File: config.mk
export PLATFORM = sky130hd
export DESIGN_NAME = sha256_msg_padder_flat
export DESIGN_NICKNAME = d
export VERILOG_FILES = /design/src/rtl/sha256_msg_padder_if.sv /design/src/rtl/sha256_msg_padder.sv /design/src/flat_wrapper.sv
export SDC_FILE = /design/constraint.sdc
export NUM_CORES = 1
export LEC_CHECK = 0
export BUFFER_PORTS_ARGS = -buffer_cell sky130_fd_sc_hd__buf_4
export CAP_MARGIN = 30
export CORE_MARGIN = 2
export CORE_UTILIZATION = 62
export DETAILED_ROUTE_END_ITERATION = 6
export GPL_TIMING_DRIVEN = 0
export PLACE_DENSITY = 0.82
export SKIP_LAST_GASP = 1
export SLEW_MARGIN = 20
export SYNTH_ARGS = -nofsm -noshare
export SYNTH_HDL_FRONTEND = slang
export SYNTH_SLANG_ARGS = --single-unit
export TNS_END_PERCENT = 30
File: constraint.sdc
create_clock -name iClk -period 3.9 [get_ports iClk]
set_input_delay 0.39 -clock iClk [delete_from_list [all_inputs] [get_ports iClk]]
set_output_delay 0.39 -clock iClk [all_outputs]
set_load 0.005 [all_outputs]
File: src/rtl/sha256_msg_padder_if.sv
// Load-side bus of the SHA-256 message padder: producer words in, 16-word block bursts out.
// slave = padder side, master = producer/core side.
interface sha256_msg_padder_if;
  logic        iStart;
  logic        iValid;
  logic [31:0] iWord;
  logic        iLast;
  logic [2:0]  iLastBytes;
  logic        oReady;
  logic        iCoreDone;
  logic        oDataValid;
  logic [31:0] oData;
  logic [3:0]  oWordIdx;
  logic        oBlockStart;
  logic        oFirstBlock;
  logic        oLastBlock;
  logic        oMsgDone;
  logic        oBusy;

  modport slave (
    input  iStart, iValid, iWord, iLast, iLastBytes, iCoreDone,
    output oReady, oDataValid, oData, oWordIdx, oBlockStart,
           oFirstBlock, oLastBlock, oMsgDone, oBusy
  );

  modport master (
    output iStart, iValid, iWord, iLast, iLastBytes, iCoreDone,
    input  oReady, oDataValid, oData, oWordIdx, oBlockStart,
           oFirstBlock, oLastBlock, oMsgDone, oBusy
  );
endinterface

File: src/rtl/sha256_msg_padder.sv
// SHA-256 message padder: buffers one 512-bit block, appends 0x80 marker, zeros and 64-bit length,
// and bursts each block to the core. Optional macro SHA_PAD_BSWAP_EN: little-endian producer words.
module sha256_msg_padder #(
  parameter int unsigned LEN_W = 64
) (
  input logic           iClk,
  input logic           iReset_n,
  sha256_msg_padder_if.slave bus
);

  localparam int unsigned WORD_W = 32;
  localparam int unsigned NWORDS = 16;
  localparam int unsigned IDX_W  = 4;
  localparam int unsigned WR_W   = 5;

  typedef enum logic [2:0] {
    S_IDLE,
    S_FILL,
    S_PAD,
    S_EMIT,
    S_WAIT
  } state_t;

  state_t            r_state, w_state_nxt;
  logic [WORD_W-1:0] r_buf [NWORDS];
  logic [WR_W-1:0]   r_wr_idx, w_wr_idx_nxt;
  logic [IDX_W-1:0]  r_cnt, w_cnt_nxt;
  logic [LEN_W-1:0]  r_len, w_len_nxt;
  logic              r_mark_pend, w_mark_pend_nxt;
  logic              r_len_ok, w_len_ok_nxt;
  logic              r_msg_end, w_msg_end_nxt;
  logic              r_first, w_first_nxt;
  logic              w_msg_done_nxt;

  logic              w_we;
  logic [IDX_W-1:0]  w_widx;
  logic [WORD_W-1:0] w_wdata;

  logic              r_ready;
  logic              r_dvalid;
  logic [WORD_W-1:0] r_data;
  logic [IDX_W-1:0]  r_widx;
  logic              r_bstart;
  logic              r_first_o;
  logic              r_last_o;
  logic              r_msg_done;
  logic              r_busy;

  logic [WORD_W-1:0] w_word;
  logic [2:0]        w_lb;
  logic              w_accept;
  logic [63:0]       w_len64;
  logic [WORD_W-1:0] w_marked;
  logic              w_emit_nxt;
  logic              w_hold_nxt;

`ifdef SHA_PAD_BSWAP_EN
  assign w_word = {bus.iWord[7:0], bus.iWord[15:8], bus.iWord[23:16], bus.iWord[31:24]};
`else
  assign w_word = bus.iWord;
`endif

  assign w_lb     = (bus.iLastBytes > 3'd4) ? 3'd4 : bus.iLastBytes;
  assign w_accept = bus.iValid & r_ready;
  assign w_len64  = 64'(r_len);

  // Keep the valid leading bytes of the last word and drop the marker right behind them.
  always_comb begin
    w_marked = 32'h8000_0000;
    unique case (w_lb)
      3'd1:    w_marked = {w_word[31:24], 24'h80_0000};
      3'd2:    w_marked = {w_word[31:16], 16'h8000};
      3'd3:    w_marked = {w_word[31:8],  8'h80};
      default: w_marked = 32'h8000_0000;
    endcase
  end

  always_comb begin
    w_state_nxt     = r_state;
    w_wr_idx_nxt    = r_wr_idx;
    w_cnt_nxt       = r_cnt;
    w_len_nxt       = r_len;
    w_mark_pend_nxt = r_mark_pend;
    w_len_ok_nxt    = r_len_ok;
    w_msg_end_nxt   = r_msg_end;
    w_first_nxt     = r_first;
    w_msg_done_nxt  = 1'b0;
    w_we            = 1'b0;
    w_widx          = r_wr_idx[IDX_W-1:0];
    w_wdata         = '0;

    unique case (r_state)
      S_IDLE: begin
        if (bus.iStart) begin
          w_state_nxt     = S_FILL;
          w_wr_idx_nxt    = '0;
          w_len_nxt       = '0;
          w_mark_pend_nxt = 1'b0;
          w_len_ok_nxt    = 1'b0;
          w_msg_end_nxt   = 1'b0;
          w_first_nxt     = 1'b1;
        end
      end

      S_FILL: begin
        if (w_accept) begin
          w_we         = 1'b1;
          w_wr_idx_nxt = r_wr_idx + WR_W'(1);
          if (bus.iLast) begin
            w_msg_end_nxt = 1'b1;
            w_len_nxt     = r_len + LEN_W'({w_lb, 3'b000});
            // len_ok: marker lands at index <= 13, so the length fits in this block
            if (w_lb == 3'd4) begin
              w_wdata         = w_word;
              w_mark_pend_nxt = 1'b1;
              w_len_ok_nxt    = (r_wr_idx < WR_W'(13));
            end else begin
              w_wdata      = w_marked;
              w_len_ok_nxt = (r_wr_idx < WR_W'(14));
            end
            w_state_nxt = (r_wr_idx == WR_W'(15)) ? S_EMIT : S_PAD;
          end else begin
            w_wdata   = w_word;
            w_len_nxt = r_len + LEN_W'(32);
            if (r_wr_idx == WR_W'(15)) w_state_nxt = S_EMIT;
          end
          if (w_state_nxt == S_EMIT) w_cnt_nxt = '0;
        end
      end

      S_PAD: begin
        w_we         = 1'b1;
        w_wr_idx_nxt = r_wr_idx + WR_W'(1);
        if (r_mark_pend) begin
          w_wdata         = 32'h8000_0000;
          w_mark_pend_nxt = 1'b0;
        end else if (r_len_ok && (r_wr_idx == WR_W'(14))) begin
          w_wdata = w_len64[63:32];
        end else if (r_len_ok && (r_wr_idx == WR_W'(15))) begin
          w_wdata = w_len64[31:0];
        end
        if (r_wr_idx == WR_W'(15)) begin
          w_state_nxt = S_EMIT;
          w_cnt_nxt   = '0;
        end
      end

      S_EMIT: begin
        w_cnt_nxt = r_cnt + IDX_W'(1);
        if (r_cnt == IDX_W'(15)) w_state_nxt = S_WAIT;
      end

      S_WAIT: begin
        if (bus.iCoreDone) begin
          w_first_nxt  = 1'b0;
          w_wr_idx_nxt = '0;
          if (r_len_ok) begin
            w_state_nxt    = S_IDLE;
            w_msg_done_nxt = 1'b1;
          end else if (r_msg_end) begin
            // message data exhausted: next block is marker/zeros plus length only
            w_state_nxt  = S_PAD;
            w_len_ok_nxt = 1'b1;
          end else begin
            w_state_nxt = S_FILL;
          end
        end
      end

      default: w_state_nxt = S_IDLE;
    endcase
  end

  assign w_emit_nxt = (w_state_nxt == S_EMIT);
  assign w_hold_nxt = w_emit_nxt || (w_state_nxt == S_WAIT);

  always_ff @(posedge iClk or negedge iReset_n) begin
    if (!iReset_n) begin
      r_state     <= S_IDLE;
      r_wr_idx    <= '0;
      r_cnt       <= '0;
      r_len       <= '0;
      r_mark_pend <= 1'b0;
      r_len_ok    <= 1'b0;
      r_msg_end   <= 1'b0;
      r_first     <= 1'b0;
      for (int i = 0; i < NWORDS; i++) r_buf[i] <= '0;
    end else begin
      r_state     <= w_state_nxt;
      r_wr_idx    <= w_wr_idx_nxt;
      r_cnt       <= w_cnt_nxt;
      r_len       <= w_len_nxt;
      r_mark_pend <= w_mark_pend_nxt;
      r_len_ok    <= w_len_ok_nxt;
      r_msg_end   <= w_msg_end_nxt;
      r_first     <= w_first_nxt;
      if (w_we) r_buf[w_widx] <= w_wdata;
    end
  end

  // Outputs registered from next-state values so they line up with the state they describe.
  always_ff @(posedge iClk or negedge iReset_n) begin
    if (!iReset_n) begin
      r_ready    <= 1'b0;
      r_dvalid   <= 1'b0;
      r_data     <= '0;
      r_widx     <= '0;
      r_bstart   <= 1'b0;
      r_first_o  <= 1'b0;
      r_last_o   <= 1'b0;
      r_msg_done <= 1'b0;
      r_busy     <= 1'b0;
    end else begin
      r_ready    <= (w_state_nxt == S_FILL);
      r_dvalid   <= w_emit_nxt;
      r_data     <= w_emit_nxt ? r_buf[w_cnt_nxt] : '0;
      r_widx     <= w_emit_nxt ? w_cnt_nxt : '0;
      r_bstart   <= w_emit_nxt && (w_cnt_nxt == '0);
      r_first_o  <= w_hold_nxt && w_first_nxt;
      r_last_o   <= w_hold_nxt && w_len_ok_nxt;
      r_msg_done <= w_msg_done_nxt;
      r_busy     <= (w_state_nxt != S_IDLE);
    end
  end

  assign bus.oReady      = r_ready;
  assign bus.oDataValid  = r_dvalid;
  assign bus.oData       = r_data;
  assign bus.oWordIdx    = r_widx;
  assign bus.oBlockStart = r_bstart;
  assign bus.oFirstBlock = r_first_o;
  assign bus.oLastBlock  = r_last_o;
  assign bus.oMsgDone    = r_msg_done;
  assign bus.oBusy       = r_busy;

endmodule

File: src/flat_wrapper.sv
// flat-port wrapper written by rule: the top's interface ports become plain ports
module sha256_msg_padder_flat 
#(
  parameter int unsigned LEN_W = 64
)
  (iClk, iReset_n, bus_iStart, bus_iValid, bus_iWord, bus_iLast, bus_iLastBytes, bus_iCoreDone, bus_oReady, bus_oDataValid, bus_oData, bus_oWordIdx, bus_oBlockStart, bus_oFirstBlock, bus_oLastBlock, bus_oMsgDone, bus_oBusy);
  sha256_msg_padder_if bus_i ();
  input logic iClk;
  input logic iReset_n;
  input wire logic [$bits(bus_i.iStart)-1:0] bus_iStart;
  input wire logic [$bits(bus_i.iValid)-1:0] bus_iValid;
  input wire logic [$bits(bus_i.iWord)-1:0] bus_iWord;
  input wire logic [$bits(bus_i.iLast)-1:0] bus_iLast;
  input wire logic [$bits(bus_i.iLastBytes)-1:0] bus_iLastBytes;
  input wire logic [$bits(bus_i.iCoreDone)-1:0] bus_iCoreDone;
  output wire logic [$bits(bus_i.oReady)-1:0] bus_oReady;
  output wire logic [$bits(bus_i.oDataValid)-1:0] bus_oDataValid;
  output wire logic [$bits(bus_i.oData)-1:0] bus_oData;
  output wire logic [$bits(bus_i.oWordIdx)-1:0] bus_oWordIdx;
  output wire logic [$bits(bus_i.oBlockStart)-1:0] bus_oBlockStart;
  output wire logic [$bits(bus_i.oFirstBlock)-1:0] bus_oFirstBlock;
  output wire logic [$bits(bus_i.oLastBlock)-1:0] bus_oLastBlock;
  output wire logic [$bits(bus_i.oMsgDone)-1:0] bus_oMsgDone;
  output wire logic [$bits(bus_i.oBusy)-1:0] bus_oBusy;
  assign bus_i.iStart = bus_iStart;
  assign bus_i.iValid = bus_iValid;
  assign bus_i.iWord = bus_iWord;
  assign bus_i.iLast = bus_iLast;
  assign bus_i.iLastBytes = bus_iLastBytes;
  assign bus_i.iCoreDone = bus_iCoreDone;
  assign bus_oReady = bus_i.oReady;
  assign bus_oDataValid = bus_i.oDataValid;
  assign bus_oData = bus_i.oData;
  assign bus_oWordIdx = bus_i.oWordIdx;
  assign bus_oBlockStart = bus_i.oBlockStart;
  assign bus_oFirstBlock = bus_i.oFirstBlock;
  assign bus_oLastBlock = bus_i.oLastBlock;
  assign bus_oMsgDone = bus_i.oMsgDone;
  assign bus_oBusy = bus_i.oBusy;
  sha256_msg_padder #(.LEN_W(LEN_W)) u_core (.iClk(iClk), .iReset_n(iReset_n), .bus(bus_i));
endmodule
==> run_results.csv, run 1 <==
group,metric,value,unit
run_status,status,"finished, violations left",
run_status,violations,"DRC",
synth,synth.cell_area,28600,um^2
floorplanning,rows,78,
floorplanning,dieWidth,219,um
global_routing,first_global_vias,25300,
synth,async_flop_share,100,%
timing,worstMarginPinSlew,1.11,ns
power,p_total,28900,uW
setup_path,endpoint_kind,"flip-flop",
timing,finalMaxSlewViolations,0,
final_layout,fin_nets,3318,
clock_tree,numClockSinks,632,
placed_design,portBuffers,82,
synth,synth-seq-area-share,55.2,%
placed_design,hpwlAfterDp,67.6,mm
final_layout,layout-drive-gt1-share,13.2,%
setup_path,worstSetupPathType,"reg2reg",
setup_path,critPathLaunch,"u_core.r_wr_idx[0]",
synth,muxShareOfSynthArea,2.06,%
power,leakagePower,0.0152,uW
placed_design,gp_congestion,0.972,
routing,dr_total_vias,25700,
global_routing,grt_overflow,0,
setup_path,worstPathRequired,4.39,ns
global_routing,grt_antenna_before_repair,3,
global_routing,grt_usage,39.1,%
timing,rsz0062_at_grt,"true",
power,power_density,878,nW/um^2
floorplanning,start_util,63.0,%
routing,wl_per_cell,23.7,um
routing,drc,2,
synth,synth_cells,3067,
final_layout,layout_common_cells,"dfrtp_1, nor2_1, a21oi_1",
synth,synth_edf_count,0,
final_layout,final_common_cell,"dfrtp_1",
timing,fin_crit,3.87,ns
routing,firstDrtPassIters,7,
routing,postRouteWirelength,92.8,mm
timing,slew_headroom,25.8,%
synth,synth_compound_area_share,19.2,%
clock_tree,cts_buffers,67,
setup_path,r2r_start,"u_core.r_wr_idx[0]",
clock_tree,ctsHtreeMaxLevel,3,
setup_path,critPathArrivalTime,4.37,ns
power,ir_drop,0.600,mV
timing,final-hold-violation-count,0,
synth,ys_ff_latch,632,
clock_tree,cts_tree,"done",
global_routing,grt_pass1_wl,143,mm
timing,fin_crit_sh,99.3,%
synth,synth-simple-area-share,16.7,%
synth,synth-main-ff-cell,"dfrtp_1",
floorplanning,ios,84,
clock_tree,clkLatencyLatePin,0.62,ns
floorplanning,coreArea,45500,um^2
synth,syn_area_per_cell,9.34,um^2
placed_design,place_area,30400,um^2
routing,viasPerCell,6.55,
floorplanning,die-area,47900,um^2
setup_path,cp_max_fo,10,
final_layout,finalInstanceArea,33000,um^2
clock_tree,clk_pin_slew,0.06,ns
flow_run,max_cap_viol_count,0,
synth,synth_cell_types,71,
min_path,min_path_type,"in2reg",
min_path,hp-start,"bus_iCoreDone",
clock_tree,cts-root-buf,"clkbuf_16",
timing,max_freq,258,MHz
synth,synthXorXnorAreaFrac,1.65,%
floorplanning,fp.dieH,219,um
routing,ant_nets,0,
global_routing,grt_max_degree,107,
synth,yosys_warnings,0,
clock_tree,clockBufferDepth,3,
synth,synth_top_family_by_area,"compound AO/OA/AOI/OAI gates",
routing,drt_iter0_drc,3829,
synth,synth_adder_area_share,0.550,%
synth,synth_fp_nets,3120,
setup_path,critPathLaunchType,"flip-flop",
final_layout,syn_to_final_growth,15.0,%
timing,setup_viol,0,
timing,fin_skew,0.0246,ns
==> critical path: stages (launching register included) <==
cell	delay, ns
dfrtp_1	0.48
ha_2	0.31
and3_1	0.22
ha_1	0.30
mux2i_4	0.12
o221ai_4	0.41
and2_1	0.20
buf_4	0.14
clkbuf_1	0.59
nand2_1	0.14
a31oi_1	0.38
a21oi_1	0.14
nor3_2	0.31
==> synth_stat cells, drive strengths merged, types with 5 or more instances <==
library cell | n | area, um^2
dfrtp | 632 | 15800
nor2 | 467 | 1760
a21oi | 444 | 2230
nand2 | 386 | 1460
buf | 157 | 833
o21ai | 145 | 726
clkbuf | 111 | 417
and3 | 110 | 691
a211oi | 97 | 728
a31oi | 64 | 400
mux2i | 59 | 591
o22ai | 58 | 363
a22oi | 31 | 233
a311oi | 31 | 272
xor2 | 31 | 272
nand3 | 29 | 150
a222oi | 27 | 270
inv | 24 | 90.1
xnor2 | 23 | 201
and2 | 20 | 125
nor3 | 17 | 101
nand4 | 14 | 103
and4 | 11 | 98.8
ha | 11 | 138
a2111oi | 6 | 58.8
nor2b | 6 | 37.5
or3 | 6 | 38.8
nand2b | 5 | 31.3
nor4 | 5 | 61.3
o211ai | 5 | 37.5
==> stage by stage <==
step	TNS [ns]	std cells	utilization [%]	worst slack (ns)	hold WS, ns
after floorplan	0	3067	-	0.996	0.0944
after global placement	-2577.97	3749	66.0	-4.14	0.461
after detailed placement	-3.69	3784	66.9	-0.428	0.321
after CTS	-0.298	3906	72.1	-0.0571	0.0881
after global routing	-0.164	3917	72.5	-0.0406	0.111
final	0	3918	72.5	0.0259	0.0950
==> state kept, by name, indices dropped and copies added, names as in the netlist, 3 cells and up <==
name                 flops
u_core.r_buf           512
u_core.r_len            61
u_core.bus.oData        32
u_core.r_wr_idx          5
u_core.bus.oWordIdx      4
u_core.r_cnt             4
u_core.r_state           3
==> path summary, 6_finish.rpt <==
path | endpoint | cells past startpoint | slack [ns]
worst max-delay path | u_core.bus.oData[12] | 12 | 0.03
worst min-delay path | u_core.r_state[2] | 2 | 0.1
worst max register to register | u_core.bus.oData[12] | 12 | 0.03
worst min register to register | u_core.r_first | 2 | 0.48
max in group asynchronous | u_core.r_buf[440] | 5 | 2.23
min in group asynchronous | u_core.r_buf[326] | 2 | 0.29
==> layer usage <==
layer / GRT usage [%] / vias up / part of all wire, % / routed length (um)
met5: 0 / - / 0.016 / 15
met1: 50.3 / 12400 / 37 / 34400
li1: - / 11100 / - / -
met2: 61.8 / 1714 / 46 / 42600
met4: 22.0 / 2 / 6.4 / 5920
met3: 8.84 / 384 / 11 / 9900
==> final cells by class <==
type | instances | area (um^2)
buffer | 268 | 1290
tap | 600 | 751
fill | 3306 | 12500
inverter | 25 | 93.8
clock buffer | 104 | 2070
timing repair buffer | 129 | 1080
sequential | 632 | 15800
multi-input combinational | 2142 | 11600
clock inverter | 17 | 243
antenna | 1 | 2.50
==> report_power, final <==
| part | internal (uW) | total, uW | switching, uW |
|---|---|---|---|
| Clock | 4060 | 6730 | 2680 |
| Combinational | 3980 | 12600 | 8610 |
| Sequential | 8460 | 9610 | 1150 |
| Total | 16500 | 28900 | 12400 |
==> logic make-up after synthesis <==
group,Yosys count
AND/OR/NAND/NOR,1090
XOR/XNOR,54
multiplexers,59
AO/OA/AOI/OAI,927
buffers and inverters,293
adder cells (fa/ha/maj),12
flip-flops,632
==> timing repair <==
action                                 CTS  global route
pin swaps                                0             1
setup buffers                            0             2
gates cloned                             0             0
setup endpoints to repair               32            32
endpoints found under the hold margin   47             0
gates resized for setup                 23            35
hold buffers                             1             0
(Power assumes the default switching activity.)
==> run 2: changes to the inputs <==
- CORE_UTILIZATION: 62 -> 30
- PLACE_DENSITY: 0.82 -> 0.47
==> run_results.csv, run 2 (synthesis gave the netlist of run 1 again) <==
group,metric,value,unit
min_path,holdPathStages,2,
placed_design,gp_congestion,0.837,
floorplanning,rows,113,
global_routing,grt_overflow,0,
setup_path,critPathArrivalTime,4.32,ns
clock_tree,cts_buffers,74,
timing,rsz0062_at_grt,"false",
timing,fin_ws,0.0931,ns
run_status,status,"finished, violations left",
timing,setup_viol,0,
routing,ant_nets,0,
setup_path,path_cells,"ha_4 -> and3_1 -> ha_1 -> o21ai_2 -> o22a_1 -> o21ai_0 -> o31a_1 -> buf_4 -> inv_1 -> buf_2 -> buf_2 -> a311oi_1 -> a21oi_1 -> o22ai_1",
clock_tree,clockBufferDepth,3,
clock_tree,clk_pin_slew,0.06,ns
floorplanning,fp.dieH,313,um
routing,dr_total_vias,23800,
final_layout,largest_register_ffs,512,
placed_design,portBuffers,82,
min_path,hp-start,"bus_iCoreDone",
setup_path,r2r_start,"u_core.r_wr_idx[0]",
setup_path,critPathLaunchType,"flip-flop",
setup_path,cp_max_fo,10,
routing,wl_per_cell,22.4,um
placed_design,pre_cts_slack,-1.06,ns
clock_tree,cts-root-buf,"clkbuf_16",
final_layout,final_common_cell,"dfrtp_1",
clock_tree,cts_tree,"done",
floorplanning,die-area,98000,um^2
clock_tree,ctsHtreeMaxLevel,3,
setup_path,worst_path_max_delay_cell,"dfrtp_1",
setup_path,critPathBufInv,4,
setup_path,path_common_cell,"buf_2",
timing,final-hold-violation-count,0,
final_layout,fin_nets,3334,
timing,slew_headroom,32.9,%
timing,fin_crit_sh,97.6,%
final_layout,largest-register,"u_core.r_buf",
timing,fin_skew,0.0357,ns
routing,drt_iter0_drc,1974,
global_routing,grt_usage,21.1,%
final_layout,syn_to_final_growth,19.3,%
placed_design,hpwlAfterDp,77.3,mm
setup_path,critPathMaxStageDelay,0.49,ns
final_layout,layout-drive-gt1-share,14.3,%
final_layout,layout_common_cells,"dfrtp_1, nor2_1, a21oi_1",
run_status,violations,"DRC",
global_routing,first_global_vias,23800,
power,leakagePower,0.0153,uW
global_routing,grt_max_degree,95,
timing,fin_crit,3.81,ns
clock_tree,clkLatencyLatePin,0.64,ns
timing,max_freq,263,MHz
power,power_density,871,nW/um^2
setup_path,ff2ff_setup_slack,0.09,ns
setup_path,critPathTopFamily,"compound AO/OA/AOI/OAI gates",
routing,viasPerCell,5.18,
setup_path,endpoint_kind,"flip-flop",
setup_path,worstPathRequired,4.41,ns
routing,drc,9,
setup_path,worstSetupPathType,"reg2reg",
setup_path,rr_endpoint,"u_core.bus.oData[22]",
final_layout,fillers,9851,
floorplanning,dieWidth,313,um
timing,worstMarginPinSlew,0.993,ns
floorplanning,coreArea,94900,um^2
min_path,hold-path-endpoint,"u_core.r_state[2]",
clock_tree,numClockSinks,632,
power,ir_drop,0.462,mV
timing,finalMaxSlewViolations,0,
routing,postRouteWirelength,103,mm
routing,firstDrtPassIters,7,
final_layout,final_core_util,36.0,%
global_routing,grt_pass1_wl,157,mm
floorplanning,ios,84,
setup_path,rr_worst_depth,14,
min_path,min_path_type,"in2reg",
floorplanning,start_util,30.2,%
flow_run,max_cap_viol_count,0,
global_routing,grt_antenna_before_repair,0,
run 2: changes by cell type in the layout (fill, tap and decap cells not counted), moves of 4 or more:
cell and change:
a22oi_2 +4, a22oi_1 -4, clkbuf_2 -5, clkbuf_8 +5
clkbuf_1 -10, buf_4 +8, clkbuf_16 +5, buf_2 +10
run 2: how the worst max path moves through the flow:
| stage | startpoint | end | slack, ns | cells past startpoint |
|---|---|---|---|---|
| floorplan | u_core.r_wr_idx[0] | u_core.bus.oData[10] | 1.0 | 14 |
| global placement | iReset_n | u_core.r_len[56] | -5.23 | 1 |
| detailed placement | u_core.r_wr_idx[0] | u_core.bus.oData[1] | -1.06 | 11 |
| CTS | u_core.r_wr_idx[0] | u_core.bus.oData[31] | 0.05 | 12 |
| global route | u_core.r_wr_idx[0] | u_core.bus.oData[15] | 0.01 | 15 |
| finish | u_core.r_wr_idx[0] | u_core.bus.oData[22] | 0.09 | 14 |
run 2: where the power goes:
group | switching (uW) | total (uW) | leakage [uW] | internal, uW
sequential | 1070 | 9530 | 0.00857 | 8460
clock | 2860 | 7170 | 0.00123 | 4320
combinational | 8910 | 13100 | 0.00553 | 4140
total | 12800 | 29800 | 0.0153 | 16900
run 2: what timing repair did:
action / 4_1_cts / 5_1_grt
setup endpoints to repair: 33 / 32
gates resized for setup: 65 / 22
setup buffers: 0 / 4
hold buffers: 1 / 0
pin swaps: 0 / 7
endpoints found under the hold margin: 39 / 0
run 2: worst reg2reg max path, delay by kind of cell, from the launching register on:
family | cells | cell delay, ns
AOI/OAI and AO/OA | 7 | 1.59
buffers and inverters | 4 | 0.87
adders and majority gates | 2 | 0.55
DFF | 1 | 0.49
and+or+nand+nor | 1 | 0.20
run 2: layout make-up:
type                    count  area, um^2  area share [%]
flip-flops and latches    632       15800            46.3
inverters                  25        93.8           0.275
clock buffers             111        2260            6.60
clock inverters            19         243           0.710
multi-input cells        2142       11700            34.3
repair buffers            138        1150            3.36
well taps                1265        1580            4.63
plain buffers             268        1320            3.86
diodes                      2        5.00          0.0146
run 2: through the flow:
step	TNS, ns	instance area (um^2)	std cells	hold slack (ns)	total power [uW]
5_1_grt	0	34200	4600	0.0942	31500
6_report	0	34200	4602	0.0892	29800
3_5_place_dp	-15.70	31300	4460	0.319	22100
2_1_floorplan	0	28600	3067	0.0944	16800
3_3_place_gp	-3250.27	30800	4414	0.461	21900
4_1_cts	0	34000	4591	0.0576	29800
run 2: layer usage:
metal / vias up / track usage, % / routed length (um)
met1: 12000 / 30.2 / 48300
met2: 591 / 33.9 / 47900
met5: - / 0 / 0
met3: 126 / 2.61 / 4530
li1: 11200 / - / -
met4: 0 / 4.81 / 2150
